--- src/rtl/serial_tx_arbiter.sv ---
// Two-requester round-robin arbiter feeding one 8N1 serial transmitter.
// Frames are start(0), 8 data bits LSB first, stop(1); each bit lasts BIT_CYCLES clocks.
module serial_tx_arbiter #(
  parameter int unsigned BIT_CYCLES = 1
) (
  input  logic       clk,
  input  logic       reset,
  input  logic       req0_valid,
  input  logic [7:0] req0_data,
  output logic       req0_ready,
  input  logic       req1_valid,
  input  logic [7:0] req1_data,
  output logic       req1_ready,
  output logic       tx,
  output logic       busy,
  output logic       grant_id,
  output logic       frame_done,
  output logic [1:0] state_dbg
);

  typedef enum logic [1:0] {
    IDLE  = 2'd0,
    START = 2'd1,
    DATA  = 2'd2,
    STOP  = 2'd3
  } state_t;

  localparam logic [7:0] LAST = 8'(BIT_CYCLES - 1);

  state_t     state;
  logic [7:0] cyc_cnt;
  logic [2:0] bit_cnt;
  logic [7:0] shift_q;

  logic       bit_end;
  logic       accept_window;
  logic       winner;
  logic       accept;
  logic [7:0] win_data;

  // Handshake: a byte transfers in a cycle where reqN_valid and reqN_ready are both
  // high; ready only rises in IDLE or the last STOP cycle, and never for both requesters.
  always_comb begin
    bit_end       = (cyc_cnt == LAST);
    accept_window = !reset && ((state == IDLE) || ((state == STOP) && bit_end));
    winner        = (req0_valid && req1_valid) ? ~grant_id : req1_valid;
    req0_ready    = accept_window && req0_valid && !winner;
    req1_ready    = accept_window && req1_valid && winner;
    accept        = req0_ready || req1_ready;
    win_data      = winner ? req1_data : req0_data;
  end

  assign busy      = (state != IDLE);
  assign state_dbg = state;

  always_ff @(posedge clk) begin
    if (reset) begin
      state      <= IDLE;
      tx         <= 1'b1;
      grant_id   <= 1'b1;
      frame_done <= 1'b0;
      cyc_cnt    <= 8'd0;
      bit_cnt    <= 3'd0;
      shift_q    <= 8'd0;
    end else begin
      frame_done <= 1'b0;
      case (state)
        IDLE: begin
          if (accept) begin
            state    <= START;
            shift_q  <= win_data;
            grant_id <= winner;
            cyc_cnt  <= 8'd0;
            tx       <= 1'b0;
          end
        end
        START: begin
          if (bit_end) begin
            state   <= DATA;
            cyc_cnt <= 8'd0;
            bit_cnt <= 3'd0;
            tx      <= shift_q[0];
          end else begin
            cyc_cnt <= cyc_cnt + 8'd1;
          end
        end
        DATA: begin
          if (bit_end) begin
            cyc_cnt <= 8'd0;
            if (bit_cnt == 3'd7) begin
              state      <= STOP;
              tx         <= 1'b1;
              // With one-cycle bits the first STOP cycle is also the last.
              frame_done <= (LAST == 8'd0);
            end else begin
              bit_cnt <= bit_cnt + 3'd1;
              shift_q <= shift_q >> 1;
              tx      <= shift_q[1];
            end
          end else begin
            cyc_cnt <= cyc_cnt + 8'd1;
          end
        end
        STOP: begin
          if (bit_end) begin
            cyc_cnt <= 8'd0;
            if (accept) begin
              state    <= START;
              shift_q  <= win_data;
              grant_id <= winner;
              tx       <= 1'b0;
            end else begin
              state <= IDLE;
              tx    <= 1'b1;
            end
          end else begin
            cyc_cnt    <= cyc_cnt + 8'd1;
            frame_done <= (cyc_cnt == LAST - 8'd1);
          end
        end
        default: begin
          state <= IDLE;
          tx    <= 1'b1;
        end
      endcase
    end
  end

endmodule

--- config.mk ---
export PLATFORM = sky130hd
export DESIGN_NAME = serial_tx_arbiter
export DESIGN_NICKNAME = d
export VERILOG_FILES = /design/src/rtl/serial_tx_arbiter.sv
export SDC_FILE = /design/constraint.sdc
export NUM_CORES = 1
export LEC_CHECK = 0
export ABC_AREA = 1
export BUFFER_PORTS_ARGS = -buffer_cell sky130_fd_sc_hd__buf_4
export CAP_MARGIN = 30
export CORE_MARGIN = 5
export CORE_UTILIZATION = 55
export DETAILED_ROUTE_END_ITERATION = 12
export MAX_ROUTING_LAYER = met4
export PLACE_DENSITY = 0.79
export SKIP_LAST_GASP = 1
export SYNTH_ARGS = -nofsm -noshare
export SYNTH_HDL_FRONTEND = slang
export SYNTH_SLANG_ARGS = --single-unit
--- constraint.sdc ---
create_clock -name clk -period 2.5 [get_ports clk]
set_clock_uncertainty 0.1 [all_clocks]
set_input_delay 0.125 -clock clk [delete_from_list [all_inputs] [get_ports clk]]
set_output_delay 0.125 -clock clk [all_outputs]
set_load 0.02 [all_outputs]
# Yosys cells after proc, flatten, opt, wreduce, memory -nomap -nowiden
# Index checks and enable logic that the tools add are counted.
# classes
addsub	2
n_eq_ne	11
muxes	35
bitwise	1
reduce_logical	23
# ops
cell	n
$mux W8	7
$pmux W8 S3	1
$pmux W8 S2	1
$mux W1	13
$ne A2 B2 Y1 const B	6
$reduce_and A4 Y1	3
$mux W2	5
$mux W3	3
$add A8 B1 Y8 const B	1
$eq A8 B8 Y1 const B	1
$logic_not A8 Y1	1
$pmux W2 S4	1
$logic_and A1 B1 Y1	7
$pmux W3 S2	1
$reduce_bool A2 Y1	3
$reduce_and A5 Y1	1
$eq A2 B2 Y1 const B	2
$pmux W1 S2	2
$pmux W1 S4	1
$add A3 B1 Y3 const B	1
$eq A3 B3 Y1 const B	1
$reduce_bool A3 Y1	1
$reduce_or A3 Y1	1
$eq A2 B1 Y1 const B	1
other kinds (5)	7
# totals
register_bits	24
in_bits	20
output_inout_bits	8
wordCells	79

# Depth between registers and ports, before layout
# Gate-level depths: netlist (run 1).
# logic_depth
ltp_word	10
ltp_mapped	12
ltp_nobuf	12

# Worst setup path after synthesis (run 1)
# Ideal clock, no wire load.
# synth_timing
path_kind	register to register
start	register state[0], in the netlist state_dbg[0]
end	register state[0], in the netlist state_dbg[0]
setup_ps	134
t_arrival_ps	1771
required_time_ps	2266
path_slack_ps	495
path_stages_with_launch	11
path_buffers	0
period_less_slack_ps	2005
cell_sequence	dfxtp_1 inv_1 ha_1 inv_1 a21oi_4 o211ai_4 nand2_2 nand2_2 nor2_2 nand2_1 a21oi_2
# synth_between
elab_chain_len	10
elab_cells_between_ends	21
classes_between	eq/ne (8); mux (3); reduce/logical (10)
# synth_lines
item	line_no	text
start, declared	30	state_t state;
start signal, assigned	58	state <= IDLE;
start signal, assigned	70	state <= START;
start signal, assigned	79	state <= DATA;
$eq A2 B2 Y1	45, 67	
$logic_and A1 B1 Y1	45	accept_window = !reset && ((state == IDLE) || ((state == STOP) && bit_end));
$logic_or A1 B1 Y1	45	
$logic_and A1 B1 Y1	45	
$logic_and A1 B1 Y1 (on tied branches) (2 in a row)	47, 48	
$logic_or A1 B1 Y1	49	accept = req0_ready || req1_ready;
$mux W1	107	if (accept) begin
$mux W2	105	if (bit_end) begin
$pmux W2 S4	67	case (state)
# Parallel ways exist; a longest one is shown, timed or not. The select of a mux whose other input is x is not followed.
# A chain may end at the register's enable or synchronous reset.

# Final worst setup path (run 1)
# layout_timing
start	register state[0], in the netlist state_dbg[0]
end	output req0_ready
# layout_between
elab_chain_len	6
elab_cells_between_ends	7
classes_between	eq/ne (1); reduce/logical (6)
# layout_lines
item	line_no	text
$eq A2 B2 Y1	45	
$logic_and A1 B1 Y1	45	
$logic_or A1 B1 Y1 (*)	45	
$logic_and A1 B1 Y1 (*)	45	
$logic_and A1 B1 Y1 (*) (2 in a row)	47	req0_ready = accept_window && req0_valid && !winner;
end, declared	10	output logic req0_ready,
# Every way passes the cells marked *; elsewhere a longest branch is shown, timed or not.

==> results of run 1 <==
-- layer usage --
metal  part of all wire (%)  vias to the layer above  global-route usage (%)
met5                      0                        -                       -
met4                   0.45                        0                    3.90
met3                    3.8                        2                    3.91
met2                     49                       25                    28.0
met1                     47                      635                    19.7
li1                       -                      754                       -
-- critical path: cells and delay by family (launching register included) --
kind                       cells  cell delay, ns
adders and majority gates      1            0.24
and+or+nand+nor                2            0.18
buffers and inverters          3            0.54
AOI/OAI and AO/OA              1            0.12
DFF                            1            0.48
-- report_power, final --
part | leakage (nW) | total [mW] | internal, mW | switching (mW)
combinational | 0.602 | 0.811 | 0.305 | 0.506
clock | 0.0279 | 0.290 | 0.162 | 0.128
sequential | 0.195 | 0.510 | 0.451 | 0.0588
-- area by class of cell --
type | instances | area, um2 | area share [%]
Clock inverter | 1 | 30.0 | 1.63
Inverter | 22 | 85.1 | 4.63
Tap cell | 31 | 38.8 | 2.11
Timing Repair Buffer | 27 | 203 | 11.0
Multi-Input combinational cell | 160 | 980 | 53.3
Sequential cell | 24 | 480 | 26.1
Clock buffer | 3 | 22.5 | 1.22
-- cells by family after synthesis --
logic type	Yosys count	share of synthesized area (%)
compound gates	44	20.5
simple gates	107	34.4
fa+ha+maj	9	7.14
flops	24	30.5
buf+inv	27	7.45
-- final timing paths --
kind / endpoint / depth (start not counted) / start / slack (ns)
hold / removal: cyc_cnt[7] / 2 / reset / 0.05
hold reg to reg: shift_q[4] / 2 / shift_q[4] / 0.38
setup reg to reg: shift_q[1] / 8 / state_dbg[0] / 0.40
setup / recovery: req0_ready / 7 / state_dbg[0] / 0.38
-- registers in the layout, summed over array words and instances (netlist names) --
name,flops
shift_q,8
frame_done,1
bit_cnt,3
cyc_cnt,8
grant_id,1
tx,1
state_dbg,2
-- through the flow --
step | area (um2) | cells | setup slack (ns) | util [%] | power [mW]
after floorplan | 1580 | 211 | 0.495 | - | 1.14
after global placement | 1790 | 264 | 0.512 | 64.8 | 1.32
after detailed placement | 1790 | 264 | 0.444 | 64.8 | 1.33
after CTS | 1840 | 268 | 0.382 | 66.7 | 1.62
after global routing | 1840 | 268 | 0.198 | 66.7 | 1.72
final | 1840 | 268 | 0.377 | 66.7 | 1.61
-- cell usage in the layout, fill, tap and decap left out, types with 6 or more instances in the layout --
cell / netlist / routed
o21a_1: 6 / 6
buf_4: 1 / 27
dfxtp_1: 24 / 24
inv_1: 14 / 14
ha_1: 9 / 9
nor2_1: 8 / 8
nand2_1: 46 / 46
o21ai_0: 9 / 9
nand3_1: 27 / 27
a21oi_1: 11 / 11
a21oi_2: 12 / 12
inv_2: 7 / 7
nand2_2: 12 / 12
==> summary.txt, run 1 <==
Finish
  – Antenna Cells: 0
  – Nets: approximately 270
  – Synth-to-layout area growth: 16.6%
  – Fill count: 249
  – Layout cells sized above 1: between 30% and 40%

STA
  – Fin. max-slew vios: 0
  – Worst-Margin Slew: 0.425 ns
  – Hold Slack: 0.0454 ns
  – Fmax: between 0.4 and 0.5 GHz
  – Final critical-path required period: 2.12 ns
  – # setup viols final: 0
  – Setup TNS Final: 0 ns
  – Final hold vios: 0
  – RSZ-0062 raised after global routing: no
  – Fin crit share: between 80% and 90%
  – Relative slew slack: 71.4%

Yosys
  – Share of flip-flops with an asynchronous set or reset: 0%
  – Sequential element share of the synthesized area: between 30% and 40%
  – Top cell type's share of synthesized area: between 30 and 40%
  – Synth warnings: 0
  – Area leader, netlist: dfxtp_1
  – Most frequent cell after synthesis: nand2_1
  – Post-synth EDFFs: 0
  – Synthesized net count: 240
  – Synth cell types: 33
  – Post-synth top cells: nand2_1, nand3_1, dfxtp_1
  – Syn Inst Count: between 200 and 250
  – Post-synth top flop: dfxtp_1
  – Top cells by area, synth: dfxtp_1, nand2_1, nand3_1
  – Seq cells post-synth: 24
  – Syn avg cell area: roughly 7.5 um2
  – Synth Cell Area: between 0.0015 and 0.002 mm2

CTS
  – CTS resizes: 0
  – CTS Sinks: 24
  – Clock transition at path regs: 0.16 ns
  – Hold-fix buffers, CTS: 0
  – Post-CTS setup repair buffer count: 0
  – Clock Latency Late Sink: between 0.3 and 0.4 ns
  – CTS tree: built
  – TritonCTS Buffers: 3
  – CTS Root Cell: clkbuf_4
  – H-tree depth: 1
  – Deepest clock path buffer count: 2

Floorplanning
  – Num rows: 19
  – Die Wd: ~64 um
  – Top-level port count: 28
  – Die Height: between 60 and 70 um
  – Die area: slightly above 0.004 mm2
  – Placeable Area: 0.00276 mm2
  – Initial Utilization: 57.2%

Worst setup path
  – Startpoint Class: register
  – Kind of critical path: reg2out
  – Crit Path Max Fanout: 7
  – Crit. End Element: output port
  – Most used cell, CP: inv_1
  – Req. time, crit path: 2.28 ns
  – CP max-delay cell: dfxtp_1
  – Worst Path Arrival: about 1.9 ns
  – CP peak stage delay: around 0.48 ns
  – Worst-path cell chain: inv_1 -> ha_1 -> inv_1 -> a21oi_4 -> nand3_1 -> nor2_1 -> buf_4

Route
  – WL per Instance: between 10 and 15 um
  – Antenna Nets Post-Route: 0
  – Pre-Repair DR Iteration Count: 4
  – Via count: between 1000 and 1500
  – Via density: ~5.3
  – Drt total wl: approximately 3300 um
  – DRC viols: 0
  – Initial DRC Count: 90

Pwr
  – Max VDD drop: about 730 uV
  – Pwr per Cell Area: 876 mW/mm2
  – Leak Pwr: ~0.83 nW

Placed design
  – Hpwl dp: around 2500 um
  – Port Buffer Count: 27
  – GP Congestion: between 0.8 and 0.9

GRT
  – Antenna violations before repair: 0
  – Overflow after GRT: 0
  – Vias in the first global route: 1329
  – First-pass GRT wire length: 5440 um
  – Total track usage: 16.6%
  – Largest net degree at the start of global routing: 22

Min path
  – Hold Path Class: in2reg

Flow run
  – Max-cap violations: 0

Outcome
  – Outcome: finished clean
Note: power is estimated with default switching activity, not from simulation.
==> run 2, diff against run 1 <==
- CORE_UTILIZATION: 55 -> 50
- PLACE_DENSITY: 0.79 -> 0.75
- clock period: 2.5 -> 1.8 ns (I/O delays scaled with it)
==> summary.txt, run 2 (same netlist as run 1, synthesis figures left out) <==
Finish
  – Most frequent cells in the layout: nand2_1, buf_4, nand3_1
  – Final core occ: 68.3% (+1.6 points)
  – Design area: 0.00207 mm2 (+12%)
  – Synth-to-layout area growth: 31.1%
  – Layout cells sized above 1: 44.4% (+12 points)
  – Nets: 287 (+7.5%)
  – Antenna Cells: 0 (unchanged)
  – Post-Layout Cell Count: 301 (+12%)
  – Most common cell after layout, fill and taps aside: nand2_1
  – Largest regs: cyc_cnt (8), shift_q (8), bit_cnt (3)

Worst setup path
  – Crit Path Max Fanout: 4 (-3)
  – R2r setup slk: -0.04 ns (-0.44 ns)
  – Crit. End Element: output port
  – Reg2Reg Depth: 12 (+4)
  – Kind of critical path: reg2out
  – Critical R2R Launch: state_dbg[1]
  – Crit. Startpoint: state_dbg[1]
  – RR Endpoint: state_dbg[1]
  – Crit path capture: req0_ready
  – Worst Path Arrival: 1.67 ns (-0.23 ns)
  – Startpoint Class: register
  – Req. time, crit path: 1.61 ns (-0.67 ns)

STA
  – Relative slew slack: 78.4% (+7.0 points)
  – # setup viols final: 6 (+6)
  – Final critical-path required period: approximately 1.9 ns
  – Final hold vios: 0 (unchanged)
  – Fin crit share: 103%
  – Fin. max-slew vios: 0 (unchanged)
  – RSZ-0062 raised after global routing: yes
  – Final worst slack: -0.0554 ns (-0.432 ns)
  – Fmax: about 0.54 GHz
  – Worst-Margin Slew: 0.325 ns (-0.101 ns)

Route
  – Drt total wl: 4020 um (+22%)
  – WL per Instance: 13.4 um (+8.4%)
  – Via density: 5.23 (-0.97%)
  – Initial DRC Count: 67 (-26%)
  – Pre-Repair DR Iteration Count: 4 (unchanged)
  – Via count: 1575 (+11%)
  – DRC viols: 0 (unchanged)
  – Antenna Nets Post-Route: 0 (unchanged)

GRT
  – First-pass GRT wire length: 6560 um (+21%)
  – Total track usage: 19.7% (+3.2 points)
  – Largest net degree at the start of global routing: 22 (unchanged)
  – Antenna violations before repair: 0 (unchanged)
  – Overflow after GRT: 0 (unchanged)
  – Vias in the first global route: 1461 (+9.9%)

Placed design
  – GP Congestion: 0.807 (-3.2%)
  – Placed insts: 283 (+7.2%)
  – Cell Area, Placed: 0.00187 mm2 (+4.9%)
  – Hpwl dp: 2770 um (+9.0%)
  – Port Buffer Count: 27 (unchanged)

Outcome
  – Violated checks: negative setup slack
  – Outcome: finished with violations

Floorplanning
  – Die Wd: 66.2 um (+4.1%)
  – Die area: 0.00438 mm2 (+8.4%)
  – Num rows: 20 (+1)
  – Die Height: 66.2 um (+4.1%)
  – Placeable Area: 0.00303 mm2 (+9.8%)
  – Top-level port count: 28 (unchanged)
  – Initial Utilization: 52.1% (-5.1 points)

Pwr
  – Pwr per Cell Area: 1210 mW/mm2 (+38%)
  – Leak Pwr: 0.916 nW (+11%)
  – Max VDD drop: 621 uV (-15%)
  – Tot Pwr: 2.50 mW (+55%)

CTS
  – Clock transition at path regs: 0.14 ns (-0.02 ns)
  – CTS Sinks: 24 (unchanged)
  – CTS tree: built
  – Deepest clock path buffer count: 2 (unchanged)
  – Clock Latency Late Sink: 0.34 ns (about the same)
  – H-tree depth: 1 (unchanged)
  – TritonCTS Buffers: 3 (unchanged)
  – CTS Root Cell: clkbuf_4

Min path
  – Hold Path Class: in2reg
  – Hold Crit Start: reset

Flow run
  – Max-cap violations: 0 (unchanged)
-- run 2: cell types whose count changed in the layout (fill, tap and decap cells not counted), moves of 2 or more --
cell | previous run | this run
buf_4 | 27 | 43
inv_1 | 14 | 9
dfxtp_1 | 24 | 20
nor2_1 | 8 | 5
nor2_2 | 3 | 6
buf_6 | 0 | 2
dfxtp_2 | 0 | 2
dfxtp_4 | 0 | 2
ha_1 | 9 | 7
inv_2 | 7 | 9
inv_4 | 1 | 3
nand2_1 | 46 | 44
nand2_4 | 3 | 5
-- run 2: timing repair --
item / 4_1_cts / 5_1_grt
cloned: 0 / 1
buffers inserted: 9 / 4
endpoints found under the setup margin: 4 / 17
gates resized for setup: 8 / 10
pin swaps: 6 / 10
hold buffers: 0 / 0
-- run 2: metrics by stage --
step	TNS [ns]	hold WS, ns	worst slack (ns)
after floorplan	0	0.149	0.00218
after global placement	0	0.355	0.0807
after detailed placement	-0.0123	0.358	-0.0123
after CTS	-0.00362	0.0136	-0.00362
after global routing	-1.37	0.0185	-0.148
final	-0.128	0.0128	-0.0554
-- run 2: routing by layer --
metal  wire length, um  GRT usage (%)
met1              1650           22.5
met3               145           4.08
met4                78           4.57
met2              2150           35.3
met5                 0              -
-- run 2: power breakdown --
group | total (mW) | switching, mW | internal [mW]
Sequential | 0.716 | 0.0799 | 0.636
Clock | 0.260 | 0.178 | 0.0817
Combinational | 1.53 | 0.850 | 0.677
Total | 2.50 | 1.11 | 1.39
-- run 2: how the worst min path moves through the flow --
stage	to	slack [ns]	cells past startpoint
6_report	state_dbg[0]	0.01	2
5_1_grt	state_dbg[0]	0.02	2
4_1_cts	state_dbg[0]	0.01	2
3_5_place_dp	shift_q[1]	0.36	2
3_3_place_gp	shift_q[3]	0.36	2
2_1_floorplan	grant_id	0.15	2
-- run 2: worst max-delay path: stages, from the launching register on --
cell and delay, ns:
dfxtp_4 0.39, inv_4 0.07, ha_4 0.14, clkinvlp_4 0.13, buf_4 0.17, nand2_4 0.08
nand3_2 0.10, nor2_2 0.12, buf_6 0.13
-- run 2: cell type report --
class / instances / area (um2)
clock buffers: 3 / 22.5
inverters: 22 / 93.8
multi-input cells: 161 / 1040
clock inverters: 1 / 3.75
repair buffers: 46 / 365
fillers: 244 / 960
flip-flops and latches: 24 / 490
well taps: 44 / 55.1
